==> config.mk <==
export PLATFORM = sky130hd
export DESIGN_NAME = fetch_stage_flat
export DESIGN_NICKNAME = d
export VERILOG_FILES = /design/src/rtl/fetch_stage_if.sv /design/src/rtl/fetch_stage.sv /design/src/flat_wrapper.sv
export SDC_FILE = /design/constraint.sdc
export NUM_CORES = 1
export LEC_CHECK = 0
export ABC_AREA = 1
export BUFFER_PORTS_ARGS = -buffer_cell sky130_fd_sc_hd__buf_2
export CAP_MARGIN = 0
export CORE_UTILIZATION = 30
export DETAILED_ROUTE_END_ITERATION = 8
export MAX_ROUTING_LAYER = met4
export PLACE_DENSITY = 0.51
export SLEW_MARGIN = 20
export SYNTH_ARGS = -nofsm -noshare
export SYNTH_HDL_FRONTEND = slang
export SYNTH_SLANG_ARGS = --single-unit
==> constraint.sdc <==
create_clock -name clk -period 5.5 [get_ports clk]
set_input_delay 0.55 -clock clk [delete_from_list [all_inputs] [get_ports clk]]
set_output_delay 0.55 -clock clk [all_outputs]
set_load 0.01 [all_outputs]
==> src/rtl/fetch_stage_if.sv <==
// Instruction-memory request/response channel between the fetch stage and imem.
// At most one request is outstanding; the address is held until the response arrives.
interface fetch_stage_if;
  logic        imem_req;
  logic [31:0] imem_addr;
  logic        imem_rvalid;
  logic [31:0] imem_rdata;

  modport master (output imem_req, imem_addr, input imem_rvalid, imem_rdata);
  modport slave  (input imem_req, imem_addr, output imem_rvalid, imem_rdata);
endinterface

==> src/rtl/fetch_stage.sv <==
// RV32I fetch stage with IF/ID register. Memory wait states and killed or stalled
// responses become bubbles into decode; a one-entry skid buffer holds a word that arrives under StallF.
module fetch_stage #(
  parameter logic [31:0] RESET_PC  = 32'h0000_0000,
  parameter logic [31:0] NOP_INSTR = 32'h0000_0013
) (
  input  logic          clk,
  input  logic          rst_n,
  input  logic          StallF,
  input  logic          StallD,
  input  logic          FlushD,
  input  logic          PCSrcE,
  input  logic [31:0]   PCTargetE,
  fetch_stage_if.master imem,
  output logic [31:0]   InstrD,
  output logic [31:0]   PCD,
  output logic [31:0]   PCPlus4D,
  output logic          ValidD
);

  typedef enum logic [1:0] {FETCH, KILL, HOLD} state_t;

  typedef struct packed {
    logic [31:0] instr;
    logic [31:0] pc;
    logic [31:0] pcPlus4;
    logic        valid;
  } ifid_t;

  state_t      state, stateNxt;
  logic [31:0] pcF, pcFNxt, reqPc, reqPcNxt, skid, skidNxt;
  logic [31:0] target, pcPlus4F, dInstr;
  logic        deliver;
  ifid_t       ifid, ifidNxt;
  logic        unusedBits;

  assign target     = {PCTargetE[31:2], 2'b00};
  assign unusedBits = ^PCTargetE[1:0];
  assign pcPlus4F   = pcF + 32'd4;

  assign imem.imem_req  = rst_n & (state != HOLD);
  assign imem.imem_addr = reqPc;

  always_ff @(posedge clk or negedge rst_n) begin
    if (!rst_n) begin
      state <= FETCH;
      pcF   <= RESET_PC;
      reqPc <= RESET_PC;
      skid  <= NOP_INSTR;
      ifid  <= '{instr: NOP_INSTR, pc: 32'd0, pcPlus4: 32'd0, valid: 1'b0};
    end else begin
      state <= stateNxt;
      pcF   <= pcFNxt;
      reqPc <= reqPcNxt;
      skid  <= skidNxt;
      ifid  <= ifidNxt;
    end
  end

  // Redirect beats stall everywhere; delivered word's PC is always pcF.
  always_comb begin
    stateNxt = state;
    pcFNxt   = pcF;
    reqPcNxt = reqPc;
    skidNxt  = skid;
    deliver  = 1'b0;
    dInstr   = imem.imem_rdata;
    case (state)
      FETCH: begin
        if (imem.imem_rvalid) begin
          if (PCSrcE) begin
            pcFNxt   = target;
            reqPcNxt = target;
          end else if (!StallF) begin
            deliver  = 1'b1;
            pcFNxt   = pcPlus4F;
            reqPcNxt = pcPlus4F;
          end else begin
            skidNxt  = imem.imem_rdata;
            stateNxt = HOLD;
          end
        end else if (PCSrcE) begin
          pcFNxt   = target;
          stateNxt = KILL;
        end
      end
      KILL: begin
        if (PCSrcE) pcFNxt = target;
        if (imem.imem_rvalid) begin
          reqPcNxt = PCSrcE ? target : pcF;
          stateNxt = FETCH;
        end
      end
      HOLD: begin
        if (PCSrcE) begin
          pcFNxt   = target;
          reqPcNxt = target;
          stateNxt = FETCH;
        end else if (!StallF) begin
          deliver  = 1'b1;
          dInstr   = skid;
          pcFNxt   = pcPlus4F;
          reqPcNxt = pcPlus4F;
          stateNxt = FETCH;
        end
      end
      default: stateNxt = FETCH;
    endcase
  end

  always_comb begin
    ifidNxt = ifid;
    if (FlushD) begin
      ifidNxt.instr = NOP_INSTR;
      ifidNxt.valid = 1'b0;
    end else if (StallD) begin
      ifidNxt = ifid;
    end else if (deliver) begin
      ifidNxt = '{instr: dInstr, pc: pcF, pcPlus4: pcPlus4F, valid: 1'b1};
    end else begin
      ifidNxt.instr = NOP_INSTR;
      ifidNxt.valid = 1'b0;
    end
  end

  assign InstrD   = ifid.instr;
  assign PCD      = ifid.pc;
  assign PCPlus4D = ifid.pcPlus4;
  assign ValidD   = ifid.valid;

endmodule

==> src/flat_wrapper.sv <==
// flat-port wrapper written by rule: the top's interface ports become plain ports
module fetch_stage_flat 
#(
  parameter logic [31:0] RESET_PC  = 32'h0000_0000,
  parameter logic [31:0] NOP_INSTR = 32'h0000_0013
)
  (clk, rst_n, StallF, StallD, FlushD, PCSrcE, PCTargetE, InstrD, PCD, PCPlus4D, ValidD, imem_imem_req, imem_imem_addr, imem_imem_rvalid, imem_imem_rdata);
  fetch_stage_if imem_i ();
  input  logic clk;
  input  logic rst_n;
  input  logic StallF;
  input  logic StallD;
  input  logic FlushD;
  input  logic PCSrcE;
  input  logic [31:0] PCTargetE;
  output logic [31:0] InstrD;
  output logic [31:0] PCD;
  output logic [31:0] PCPlus4D;
  output logic ValidD;
  output wire logic [$bits(imem_i.imem_req)-1:0] imem_imem_req;
  output wire logic [$bits(imem_i.imem_addr)-1:0] imem_imem_addr;
  input wire logic [$bits(imem_i.imem_rvalid)-1:0] imem_imem_rvalid;
  input wire logic [$bits(imem_i.imem_rdata)-1:0] imem_imem_rdata;
  assign imem_imem_req = imem_i.imem_req;
  assign imem_imem_addr = imem_i.imem_addr;
  assign imem_i.imem_rvalid = imem_imem_rvalid;
  assign imem_i.imem_rdata = imem_imem_rdata;
  fetch_stage #(.RESET_PC(RESET_PC), .NOP_INSTR(NOP_INSTR)) u_core (.clk(clk), .rst_n(rst_n), .StallF(StallF), .StallD(StallD), .FlushD(FlushD), .PCSrcE(PCSrcE), .PCTargetE(PCTargetE), .imem(imem_i), .InstrD(InstrD), .PCD(PCD), .PCPlus4D(PCPlus4D), .ValidD(ValidD));
endmodule
==> impl_results.md <==
* Hpwl dp at 26600 µm
* Synth cell types at 36
* Total track usage at 0.218
* DR DRC count at 36
* Worst Slack Setup Final at 2.66 ns
* Max-cap violation count at 0
* Crit path kind: reg -> reg
* Rows at slightly below 70
* Final Hold Fails at 0
* Hold WC Path Type: in -> async
* Post-synth EDFFs at 0
* PnR Total Power at 6.66 mW
* First-pass detailed-route iteration total at 7
* # clock sinks at 193
* Post-Syn Area at between 10000 and 15000 µm²
* Initial antenna violation count at 3
* Static Leak at ~6.4 nW
* Grt total ovfl at 0
* Synth Instances at 1532
* Synth Net Count at ~1600
* First-pass GRT wire length at ~60000 µm
* WHS at 0.0250 ns
* Synthesized area per cell at roughly 7.1 µm²
* Htree depth at 4
* Root Driver: clkbuf_16
* CTS buffer count at 17
* Slew HR at 0.255
* Cts hold-fix bufs at 0
* IO Port Bufs at 198
* Synth-to-Final Area Change at 17.7%
* Routability-driven placement congestion ratio at 0.897
* Peak supply drop at about 0.27 mV
* Final nets at ~1800
* Wire length per cell at approximately 18 µm
* Area of the die at 37000 µm²
* RSZ-0062 raised after global routing: no
* Crit end category: register
* Worst-path clk slew at 0.08 ns
* Sequential area share after synthesis at 0.445
* Fin crit share at 0.517
* Post-CTS Setup Inserts at 0
* Core area at between 30000 and 40000 µm²
* Die X at 192 µm
* Clock Latency Late Sink at ~0.46 ns
* Final wirelength at 38400 µm
* Final Cell Area at ~13000 µm²
* Synth area leader: dfrtp_1
* Least-Margin Pin Slew at around 1.1 ns
* Slew Viols, Final at 0
* Synth Warn # at 0
* Final Non-Filler Cells at between 2000 and 2500
* Fin crit period at 2.84 ns
* Endpoints failing setup at 0
* Vias at 10500
* Vias/cell at slightly below 5
* Dpl cells at 2117
* Initial drt markers at 950
* Placed inst area at 12200 µm²
* Post-synth top flop: dfrtp_1
* # IOs at ~200
* Post-synth ARST share at 1.00
* Largest net degree at the start of global routing at roughly 100
* Pre-CTS setup slack at 2.51 ns
* Setup TNS at 0 ns
* Longest Clk Path Bufs at 2
* Max Clk Rate at ~0.35 GHz
* Clock skew at roughly 0.017 ns
* # resized after CTS at 0
* Max FO, Critical Path at 100
* Critical path arrival at around 3.1 ns
* Vias in the first global route at just under 10000
* Initial cell density of the core at 0.305
* Final antenna-violating net count at 0
* Die Y at a little under 200 µm
* P per Cell Area at 520 nW/µm²
* Violated checks: design-rule violations
* CP Launch Type: register
* Largest cells by area after synthesis: dfrtp_1, nand2_1, o21ai_0
* CTS tree: done
* Crit path required time at approximately 5.8 ns
* Status: finished with violations
* Layout cells sized above 1 at 0.164
* Area fraction of the dominant cell type after synthesis at 0.430
* Register bit count reported by yosys at 193
* Post-layout util at 0.359
## flip-flops by register name (all words and copies together) (netlist names)
name,cells
u_core.state,2
u_core.PCPlus4D,32
u_core.skid,32
u_core.PCD,30
u_core.ValidD,1
u_core.pcF,32
u_core.InstrD,32
u_core.imem.imem_addr,32
## logic make-up (layout without fill, tap and decap cells)
| logic type | Yosys count | count (layout) | share of synthesized area |
|---|---|---|---|
| AO/OA/AOI/OAI | 331 | 331 | 0.158 |
| XOR/XNOR | 13 | 13 | 0.0112 |
| adder cells (fa/ha/maj) | 5 | 5 | 0.00575 |
| buffers and inverters | 219 | 375 | 0.0829 |
| flip-flops | 193 | 193 | 0.445 |
| multiplexers | 29 | 29 | 0.0267 |
| other | 0 | 3 | 0 |
| AND/OR/NAND/NOR | 742 | 742 | 0.271 |
## layout by cell type (no fill, tap or decap), types with 2 or more instances in the layout
| master | instances |
|---|---|
| xor2_1 | 11 |
| inv_2 | 4 |
| o221ai_1 | 2 |
| nand4_1 | 2 |
| nor2_4 | 8 |
| o21bai_1 | 2 |
| clkbuf_16 | 17 |
| inv_6 | 5 |
| nor2_2 | 5 |
| o21ai_0 | 173 |
| dfstp_2 | 6 |
| nor2_1 | 128 |
| buf_2 | 197 |
| inv_8 | 3 |
| nand3_1 | 65 |
| ha_1 | 5 |
| o21a_1 | 3 |
| inv_1 | 119 |
| a31oi_1 | 15 |
| a21oi_1 | 77 |
| mux2i_1 | 29 |
| clkinvlp_4 | 2 |
| nand2_2 | 4 |
| bufinv_16 | 2 |
| dfrtp_1 | 187 |
| nand2_1 | 528 |
| clkinv_1 | 4 |
| buf_4 | 17 |
| clkinv_8 | 2 |
| diode_2 | 3 |
| o21ai_1 | 53 |
| o31ai_1 | 2 |
## report_power, final
| part | switching [mW] | internal (mW) | leakage [nW] |
|---|---|---|---|
| Combinational | 1.93 | 0.962 | 3.64 |
| Sequential | 0.435 | 1.98 | 2.46 |
| Clock | 0.651 | 0.696 | 0.297 |
| Total | 3.02 | 3.64 | 6.39 |
## per-layer routing
layer,vias to the layer above,wire length [µm],track usage
met1,4846,18600,0.315
li1,5206,-,-
met3,35,2950,0.0404
met5,-,0,-
met4,0,493,0.0524
met2,407,16400,0.310
## final timing paths
| path | from | to | slack (ns) | depth (start not counted) |
|---|---|---|---|---|
| worst max register to register | u_core.state[0] | u_core.InstrD[29] | 2.66 | 9 |
| worst min register to register | u_core.PCD[12] | u_core.PCD[12] | 0.47 | 2 |
| min in group clk | imem_imem_rdata[15] | u_core.InstrD[15] | 0.38 | 3 |
| max in group asynchronous | rst_n | u_core.imem.imem_addr[1] | 3.80 | 3 |
| worst max-delay path | u_core.state[0] | u_core.InstrD[29] | 2.66 | 9 |
| worst min-delay path | rst_n | u_core.InstrD[15] | 0.02 | 1 |
## synthesized netlist by cell type (4+ instances only)
cell	number
a21oi_1	77
a31oi_1	15
buf_1	7
buf_2	31
buf_6	4
clkbuf_1	46
dfrtp_1	187
dfstp_2	6
ha_1	5
inv_1	122
inv_2	4
mux2i_1	29
nand2_1	528
nand2_2	4
nand3_1	65
nor2_1	128
nor2_2	7
nor2_4	6
o21ai_0	173
o21ai_1	53
xor2_1	11
## layout make-up
class,instances,area (µm²)
clock buffers,17,425
flip-flops and latches,193,4840
diodes,3,7.51
multi-input cells,1120,5150
inverters,128,483
well taps,461,577
clock inverters,15,194
repair buffers,215,1130
fillers,3818,22900
## critical path, cell delays in order (launching register included)
cell and delay [ns]:
dfrtp_1 0.40, inv_1 0.08, ha_1 0.21, inv_1 0.21
nand2_1 0.13, nand3_2 0.16, nor2_4 0.13, inv_4 0.28
buf_4 0.80, o21ai_0 0.23
(Power assumes the default switching activity.)
